<file path="config.mk">
export PLATFORM = sky130hd
export DESIGN_NAME = result_bcd
export DESIGN_NICKNAME = d
export VERILOG_FILES = /design/src/rtl/result_bcd.sv
export SDC_FILE = /design/constraint.sdc
export NUM_CORES = 1
export LEC_CHECK = 0
export ABC_AREA = 1
export BUFFER_PORTS_ARGS = -buffer_cell sky130_fd_sc_hd__buf_2
export CAP_MARGIN = 5
export CORE_UTILIZATION = 30
export CTS_CLUSTER_DIAMETER = 50
export DETAILED_ROUTE_END_ITERATION = 8
export SYNTH_ARGS = -nofsm -noshare
export SYNTH_HDL_FRONTEND = slang
export SYNTH_SLANG_ARGS = --single-unit
export TNS_END_PERCENT = 1
</file>
<file path="constraint.sdc">
create_clock -name clk -period 3.25 [get_ports clk]
set_clock_uncertainty 0.1 [all_clocks]
set_input_delay 0.1625 -clock clk [delete_from_list [all_inputs] [get_ports clk]]
set_output_delay 0.1625 -clock clk [all_outputs]
set_load 0.05 [all_outputs]
</file>
<file path="src/rtl/result_bcd.sv">
// rtl/result_bcd.sv - sequential double-dabble BCD converter for divider quotient/remainder
// Optional remainder conversion is enabled with `define BCD_REMAINDER_EN.
module result_bcd (
  input  logic        clk,
  input  logic        reset,
  input  logic        start,
  input  logic [7:0]  Q,
  input  logic [7:0]  R,
  input  logic        div_zero,
  output logic [11:0] q_bcd,
  output logic [11:0] r_bcd,
  output logic        err,
  output logic        busy,
  output logic        done
);

  localparam logic [1:0] ST_IDLE   = 2'd0;
  localparam logic [1:0] ST_CONV_Q = 2'd1;
  localparam logic [1:0] ST_CONV_R = 2'd2;
  localparam logic [1:0] ST_DONE   = 2'd3;

  logic [1:0]  state_q, state_d;
  logic [7:0]  q_op_q, q_op_d;
  logic [11:0] scratch_q, scratch_d;
  logic [2:0]  cnt_q, cnt_d;
  logic [11:0] q_bcd_q, q_bcd_d;
  logic [11:0] r_bcd_q, r_bcd_d;
  logic        err_q, err_d;
  logic        busy_q, busy_d;
  logic        done_q, done_d;
  logic [19:0] q_step;

`ifdef BCD_REMAINDER_EN
  logic [7:0]  r_op_q, r_op_d;
  logic [11:0] q_dig_q, q_dig_d;
  logic [19:0] r_step;
`else
  logic        unused_r;
  assign unused_r = ^R;
`endif

  // One iteration: add 3 to every digit >= 5, then shift {scratch, operand} left.
  function automatic logic [19:0] dabble_step(input logic [11:0] s, input logic [7:0] op);
    logic [11:0] a;
    a = s;
    for (int i = 0; i < 3; i++) begin
      if (s[4*i +: 4] >= 4'd5) a[4*i +: 4] = s[4*i +: 4] + 4'd3;
    end
    return {a, op} << 1;
  endfunction

  assign q_step = dabble_step(scratch_q, q_op_q);
`ifdef BCD_REMAINDER_EN
  assign r_step = dabble_step(scratch_q, r_op_q);
`endif

  always_comb begin
    state_d   = state_q;
    q_op_d    = q_op_q;
    scratch_d = scratch_q;
    cnt_d     = cnt_q;
    q_bcd_d   = q_bcd_q;
    r_bcd_d   = r_bcd_q;
    err_d     = err_q;
    busy_d    = 1'b0;
    done_d    = 1'b0;
`ifdef BCD_REMAINDER_EN
    r_op_d    = r_op_q;
    q_dig_d   = q_dig_q;
`endif
    case (state_q)
      ST_IDLE: begin
        if (start) begin
          q_op_d    = Q;
`ifdef BCD_REMAINDER_EN
          r_op_d    = R;
`endif
          scratch_d = 12'd0;
          cnt_d     = 3'd0;
          if (div_zero) begin
            q_bcd_d = 12'hFFF;
            r_bcd_d = 12'hFFF;
            err_d   = 1'b1;
            done_d  = 1'b1;
            state_d = ST_DONE;
          end else begin
            busy_d  = 1'b1;
            state_d = ST_CONV_Q;
          end
        end
      end
      ST_CONV_Q: begin
        {scratch_d, q_op_d} = q_step;
        cnt_d  = cnt_q + 3'd1;
        busy_d = 1'b1;
        if (cnt_q == 3'd7) begin
`ifdef BCD_REMAINDER_EN
          q_dig_d   = q_step[19:8];
          scratch_d = 12'd0;
          state_d   = ST_CONV_R;
`else
          q_bcd_d = q_step[19:8];
          r_bcd_d = 12'd0;
          err_d   = 1'b0;
          busy_d  = 1'b0;
          done_d  = 1'b1;
          state_d = ST_DONE;
`endif
        end
      end
`ifdef BCD_REMAINDER_EN
      ST_CONV_R: begin
        {scratch_d, r_op_d} = r_step;
        cnt_d  = cnt_q + 3'd1;
        busy_d = 1'b1;
        if (cnt_q == 3'd7) begin
          q_bcd_d = q_dig_q;
          r_bcd_d = r_step[19:8];
          err_d   = 1'b0;
          busy_d  = 1'b0;
          done_d  = 1'b1;
          state_d = ST_DONE;
        end
      end
`endif
      ST_DONE: state_d = ST_IDLE;
      default: state_d = ST_IDLE;
    endcase
  end

  always_ff @(posedge clk) begin
    if (reset) begin
      state_q   <= ST_IDLE;
      q_op_q    <= 8'd0;
      scratch_q <= 12'd0;
      cnt_q     <= 3'd0;
      q_bcd_q   <= 12'd0;
      r_bcd_q   <= 12'd0;
      err_q     <= 1'b0;
      busy_q    <= 1'b0;
      done_q    <= 1'b0;
`ifdef BCD_REMAINDER_EN
      r_op_q    <= 8'd0;
      q_dig_q   <= 12'd0;
`endif
    end else begin
      state_q   <= state_d;
      q_op_q    <= q_op_d;
      scratch_q <= scratch_d;
      cnt_q     <= cnt_d;
      q_bcd_q   <= q_bcd_d;
      r_bcd_q   <= r_bcd_d;
      err_q     <= err_d;
      busy_q    <= busy_d;
      done_q    <= done_d;
`ifdef BCD_REMAINDER_EN
      r_op_q    <= r_op_d;
      q_dig_q   <= q_dig_d;
`endif
    end
  end

  assign q_bcd = q_bcd_q;
  assign r_bcd = r_bcd_q;
  assign err   = err_q;
  assign busy  = busy_q;
  assign done  = done_q;

endmodule

</file>
======== Yosys cells after proc, flatten, opt, wreduce, memory -nomap -nowiden ========
Cells that the tools add are included.
word-level totals
  bits in read-only memories .............. 0
  memories kept ........................... 0
  RAM bits ................................ 0
  output and inout bits ................... 27
  bits in latches ......................... 0
  flip-flop bits (word level) ............. 52
  logic and storage cells ................. 57
  input bits .............................. 20
operators by class
  reduce and logical (&&, ||, !) cells .... 5
  bitwise operators ....................... 0
  magnitude comparators ................... 3
  muxes and demuxes ....................... 31
  div/mod/pow operators ................... 0
  equality and inequality tests ........... 5
  add/subtract/negate cells ............... 4
  multiply operators ...................... 0
  shifts and indexed selects .............. 0
operators with widths
  cell                                                                                  number
  12-bit one-hot mux with 2 select lines                                                3
  12-bit 2-to-1 mux                                                                     5
  8-bit one-hot mux with 2 select lines                                                 1
  4-bit by 3-bit greater-or-equal comparator with 1-bit output (second input constant)  3
  1-bit 2-to-1 mux                                                                      9
  4-bit by 2-bit adder with 4-bit output (second input constant)                        2
  4-bit 2-to-1 mux                                                                      2
  8-bit 2-to-1 mux                                                                      1
  2-bit 2-to-1 mux                                                                      3
  3-bit 2-to-1 mux                                                                      2
  2-bit != test (second input constant)                                                 3
  1-bit one-hot mux with 2 select lines                                                 3
  3-bit one-hot mux with 2 select lines                                                 1
  2-bit one-hot mux with 2 select lines                                                 1
  2-bit AND reduction                                                                   2
  4-bit AND reduction                                                                   1
  3-bit by 1-bit adder with 3-bit output (second input constant)                        1
  3-bit by 2-bit adder with 3-bit output (second input constant)                        1
  3-bit equality test (second input constant)                                           1
  2-bit by 1-bit equality test with 1-bit output (second input constant)                1
  2-bit logical NOT                                                                     1
  2-bit nonzero test                                                                    1

======== Depth between registers and ports, before layout ========
Gate-level depths: netlist (run 1).
  depth after elaboration ................. 4
  depth in mapped cells ................... 9
  depth with buffers taken out ............ 9

======== Worst setup path after synthesis (run 1) ========
No wires, ideal clock.
  path type ............................... reg2reg
  from .................................... reg cnt_q[0]
  to ...................................... reg q_bcd_q[10], in the netlist q_bcd[10]
  period minus slack after synthesis ...... 1.469 ns
  stages on the path, launching flop included .. 10
  arrival ................................. 1.253 ns
  setup time .............................. 0.116 ns
  buffers on the path ..................... 1
  setup slack ............................. 1.781 ns
  cell sequence ........................... dfxtp_1 > ha_1 > ha_1 > nor2_2 > nor2_4 > nand2_4 > buf_8 > nand2_4 > nand2_2 > nor2_2
between the ends
  cells in the longest elaborated chain, start to end .. 3
ends and longest elaborated chain
  element                               line  text
  start, declared                       25    logic [2:0] cnt_q, cnt_d;
  start signal, assigned                150   cnt_q <= cnt_d;
  3-bit equality test                   96    if (cnt_q == 3'd7) begin
  2-bit != test (no source line)        --
  4-bit AND reduction (no source line)  --
  end signal, assigned                  151   q_bcd_q <= q_bcd_d;
  end, declared                         26    logic [11:0] q_bcd_q, q_bcd_d;
Every way passes these cells.
A chain may end at the register's enable or synchronous reset.

======== Worst setup path after layout (run 1) ========
  from .................................... reg state_q[0]
  to ...................................... reg q_bcd_q[11], in the netlist q_bcd[11]
between the ends
  cells in the longest elaborated chain, start to end .. 3
ends and longest elaborated chain
  element                                                                              line  text
  start, declared                                                                      22    logic [1:0] state_q, state_d;
  start signal, assigned                                                               147   state_q <= state_d;
  2-bit by 1-bit equality test with 1-bit output or 2-bit logical NOT (tied branches)  71    case (state_q)
  2-bit != test (no source line) or 2-bit nonzero test (tied branches)                 --
  4-bit AND reduction (no source line)                                                 --
Several ways; a longest one is shown, not always the timed one.

==> results of run 1 <==
## cell usage in the layout (no fill, tap or decap), types with 6 or more instances in the layout
master,Yosys,final
nand3_1,16,16
nand4_1,6,6
ha_1,8,8
nor2_2,7,7
nand2_2,7,7
or2_2,8,8
a21oi_1,36,36
dfxtp_1,40,40
inv_1,28,28
nor2_1,12,12
clkbuf_8,0,6
nand2_4,7,7
nand2_1,60,60
o21ai_0,7,7
o211ai_1,7,7
buf_2,3,38
## final cells by class
type | instances | area [um2]
Clock buffer | 6 | 82.58
Clock inverter | 2 | 10.01
Fill cell | 678 | 4203
Inverter | 30 | 112.6
Multi-Input combinational cell | 183 | 992.2
Sequential cell | 40 | 800.8
Tap cell | 77 | 96.34
Timing Repair Buffer | 39 | 197.7
## flip-flops by register name (all words and copies together), names as in the netlist
signal / flops
scratch_q: 12
r_bcd: 1
q_bcd: 12
busy: 1
cnt_q: 3
done: 1
q_op_q: 8
state_q: 2
## final timing paths
kind,slack [ns],endpoint,cells after the start,from
worst max-delay path,1.34,q_bcd[11]$_SDFFE_PP0P_,7,state_q[0]$_SDFFE_PP0P_
worst min register to register,0.35,q_bcd[0]$_SDFFE_PP0P_,2,q_bcd[0]$_SDFFE_PP0P_
worst max register to register,1.34,q_bcd[11]$_SDFFE_PP0P_,7,state_q[0]$_SDFFE_PP0P_
worst min-delay path,0.03,q_op_q[0]$_SDFFE_PP0P_,3,Q[0]
## layer usage
metal,vias to the layer above,track usage
met2,35,0.2173
li1,916,-
met3,5,0.02529
met1,777,0.1514
met4,0,0.06317
met5,-,0
## cell families (layout without fill, tap and decap cells)
logic type / Yosys count / count (layout) / synth area share
fa+ha+maj: 8 / 8 / 0.04860
buf+inv: 52 / 77 / 0.1294
flops: 40 / 40 / 0.3888
simple gates: 124 / 124 / 0.2989
compound gates: 51 / 51 / 0.1343
## critical path, delay by kind of cell, from the launching register on
kind,cells,cell delay (ns)
simple gates,5,0.74
buf+inv,2,0.56
flops,1,0.40
## Yosys cell counts, types with 6 or more instances
cell type  number
inv_1          28
a21oi_1        36
ha_1            8
nand2_2         7
nor2_1         12
o211ai_1        7
nand2_1        60
nand4_1         6
nand2_4         7
o21ai_0         7
buf_4          15
or2_2           8
nand3_1        16
nor2_2          7
dfxtp_1        40
## power by group through the flow
| stage | combinational [mW] | clock (mW) | sequential (mW) |
|---|---|---|---|
| after floorplan | 0.211 | 0 | 0.627 |
| after global placement | 0.317 | 0 | 0.556 |
| after detailed placement | 0.318 | 0 | 0.557 |
| after CTS | 0.319 | 0.357 | 0.546 |
| after global routing | 0.341 | 0.373 | 0.550 |
| final | 0.316 | 0.344 | 0.545 |
==> impl_metrics.ini, run 1 <==
[grt]
grt_max_degree = 28
grt_pass1_vias = 1645
grt_overflow = 0
grt_use_total = 0.1267
antenna_found_initial = 0
grt_pass1_wl_mm = 7.265

[power]
netSwitchingFraction = 0.3585
seqPwrFrac = 0.452
p_sw_uw = 431.8
power_density_nw_per_um2 = 525.4
pwr-share-comb = 0.262
p_int_uw = 772.5
leakage_nw = 1.060
total_power_mw = 1.204
pwr-share-clk = 0.285
ir_worst_vdd_mv = 0.1598

[timing]
slew_viol_final = 0
timing.hold.ws_ns = 0.02972
rsz0062_at_grt = no
slew_headroom = 0.6127
fin_crit_sh = 0.5864
fin_crit_ns = 1.906
setup_viol = 0
fmax_mhz = 524.7
hold_violations = 0
finalSetupTns_ns = 0
finalWorstSetupSlack_ns = 1.344
tightest_slew_ns = 0.5803

[synthesis]
synthesis.area_um2 = 2059
synth_edf_count = 0
synthTopCellsByArea = dfxtp_1, nand2_1, a21oi_1
yosys.area.top_type = dfxtp_1
synthFlopType = dfxtp_1
synth_fp_nets = 303
yosys_register_bits = 40
netlist.area_leader.share = 0.3888
syn_avg_cell_area_um2 = 7.489
ys_warn_count = 0
synthCells = 275
ys_async_sr_fraction = 0
ys_seq_area_frac = 0.3888
synth_cell_type_count = 21

[setup_path]
critPathLaunchType = register
cp-end-kind = register
arrival_ns = 1.99
critPathRequiredTime_ns = 3.34
crit_slowest_cell = dfxtp_1
crit_top_cell = nand2_1
path_class = reg -> reg
path_max_fanout = 23
crit_path_cell_trace = nand2_2 -> inv_2 -> nand2_1 -> inv_1 -> nand2_1 -> nand2_1 -> nor2_1
slowest_delay_ns = 0.40

[drt]
highest_layer = met4
postRouteAntennaNets = 0
vias = 1733
met2_length_mm = 1.975
post_drt_wl_per_cell_um = 11.19
drc = 5
drt_iter0_drc = 97
wl_met3_um = 133
viasPerCell = 4.597
m1WireLength_mm = 2.039
wl_mm = 4.219
firstDrtPassIters = 8

[run_status]
status = complete, but fails checks
violations = DRC

[floorplan]
dieArea_um2 = 7200
die_w_um = 84.86
die_h_um = 84.86
num_rows = 29
core_um2 = 6495
ios = 47
start_util = 0.3171

[clocking]
clk_latency_ns = 0.29
cts-root-buf = clkbuf_8
ctsHoldBuffers = 0
cts-resized-gates = 0
cts.path.max_buffers = 2
h-tree-depth = 2
path_clk_slew_ns = 0.08
cts_setup_buffers = 0
cts_buffers = 5
clock-sinks = 40
cts_tree = built

[finish]
drive_above_1_share = 0.2667
diodes = 0
final_nets = 327
areaGrowthSynthToFinish_pct = 11.30
stdcell_area_um2 = 2292
final_cells = 377
utilization = 0.3529

[job]
cap_viol_max_count = 0

[place]
place.detailed.hpwl_mm = 2.792
dpl_worst_slack_ns = 1.331
place_area_um2 = 2200
gp_congestion = 0.7489
dp.cells = 369
port_buffers = 38

[worst_hold_path]
hp-class = in -> reg
Power figures use the tool's default switching activity.
==> inputs of run 2 (changes only) <==
==> constraint.sdc (replaced) <==
create_clock -name clk -period 1.6 [get_ports clk]
set_clock_uncertainty 0.1 [all_clocks]
set_input_delay 0.08 -clock clk [delete_from_list [all_inputs] [get_ports clk]]
set_output_delay 0.08 -clock clk [all_outputs]
set_load 0.05 [all_outputs]
==> run 2 against run 1 <==
Net effect:
- the flow still finishes with violations (DRC)
- sequential power is 100% higher
- combinational power is 120% higher
- clock-buffer cell count is 2 higher
==> impl_metrics.ini, run 2 (same netlist as run 1, synthesis figures left out) <==
[timing]
rsz0062_at_grt = no
finalWorstSetupSlack_ns = 0.08163
fmax_mhz = 658.6
hold_violations = 0
fin_crit_ns = 1.518
timing.hold.ws_ns = 0.01122
tightest_slew_ns = 0.2911
slew_viol_final = 0
setup_viol = 0
slew_headroom = 0.8056
fin_crit_sh = 0.9490
finalSetupTns_ns = 0

[finish]
multi_input_area_um2 = 1011
final_common_cell = nand2_1
utilization = 0.3758
nFillCells = 664
layout_common_cells = nand2_1, dfxtp_1, buf_2, a21oi_1, inv_1
stdcell_area_um2 = 2441
final_cells = 390
drive_above_1_share = 0.2875
layout.area.seq_um2 = 800.8
final_nets = 340
areaGrowthSynthToFinish_pct = 18.53
diodes = 0

[clocking]
h-tree-depth = 2
clk_latency_ns = 0.29
cts_setup_buffers = 0
cts_buffers = 5
cts-root-buf = clkbuf_8
path_clk_slew_ns = 0.08
clock-sinks = 40
cts_tree = built
cts.path.max_buffers = 2

[power]
ir_worst_vdd_mv = 0.2641
power_density_nw_per_um2 = 1021
leakage_nw = 1.137
total_power_mw = 2.493

[place]
port_buffers = 38
dp.cells = 378
gp_congestion = 0.7711
place.detailed.hpwl_mm = 2.944
dpl_worst_slack_ns = 0.06121
place_area_um2 = 2292

[setup_path]
crit_slowest_cell = dfxtp_1
crit_path_cell_trace = ha_1 -> ha_1 -> nor2_4 -> nor2_4 -> nand2_4 -> buf_12 -> nand2_1 -> nand2_1 -> nor2_1
path_class = reg -> reg
arrival_ns = 1.64
cp-end-kind = register
critPathRequiredTime_ns = 1.73
path_max_fanout = 5
crit_buf_inv = 1
crit_family = simple AND/OR/NAND/NOR gates
critPathLaunchType = register
slowest_delay_ns = 0.36

[grt]
grt_overflow = 0
grt_use_total = 0.1309
grt_pass1_wl_mm = 7.507
grt_pass1_vias = 1736
antenna_found_initial = 0
grt_max_degree = 27

[drt]
post_drt_wl_per_cell_um = 11.12
drt_iter0_drc = 72
wl_mm = 4.338
viasPerCell = 4.603
postRouteAntennaNets = 0
vias = 1795
drc = 5
firstDrtPassIters = 6

[run_status]
status = complete, but fails checks
violations = DRC

[floorplan]
die_h_um = 84.86
start_util = 0.3171
ios = 47
num_rows = 29
dieArea_um2 = 7200
die_w_um = 84.86
core_um2 = 6495

[job]
cap_viol_max_count = 0

[worst_hold_path]
hp-class = in -> reg
run 2: worst paths after layout:
path | from | endpoint | slack (ns) | cells after the start
hold / removal | Q[4] | q_op_q[4]$_SDFFE_PP0P_ | 0.01 | 3
setup / recovery | cnt_q[0]$_SDFFE_PP0P_ | q_bcd[2]$_SDFFE_PP0P_ | 0.08 | 9
hold reg to reg | q_op_q[5]$_SDFFE_PP0P_ | q_op_q[5]$_SDFFE_PP0P_ | 0.37 | 2
setup reg to reg | cnt_q[0]$_SDFFE_PP0P_ | q_bcd[2]$_SDFFE_PP0P_ | 0.08 | 9
run 2: final cells by class:
cell class | count | area share
Clock buffer | 8 | 0.03690
Sequential cell | 40 | 0.3280
Timing Repair Buffer | 52 | 0.1353
Multi-Input combinational cell | 183 | 0.4141
Tap cell | 77 | 0.03947
Inverter | 30 | 0.04613
run 2: where the power goes:
group          leakage, nW  switching [mW]  internal [mW]
logic                0.763           0.492          0.198
clock network       0.0455           0.344          0.352
registers            0.328          0.0408           1.07
run 2: worst register-to-register path, stage by stage (launching register included):
cell	delay (ns)
dfxtp_1	0.36
ha_1	0.17
ha_1	0.22
nor2_4	0.05
nor2_4	0.14
nand2_4	0.09
buf_12	0.14
nand2_1	0.05
nand2_1	0.04
nor2_1	0.10
run 2: timing repair:
item                                    in CTS  in global routing
endpoints found under the setup margin       0                  7
hold buffers                                 4                  0
gates resized for setup                      0                  4
hold endpoints to repair                     3                  0
run 2: per-layer routing:
metal	wire length [um]	vias up	share of wire	global-route usage
met3	178	8	0.041	0.02529
met5	0	-	0	0
met1	2088	800	0.48	0.1572
met2	1991	43	0.46	0.2239
met4	80	0	0.018	0.06626
li1	-	944	-	-
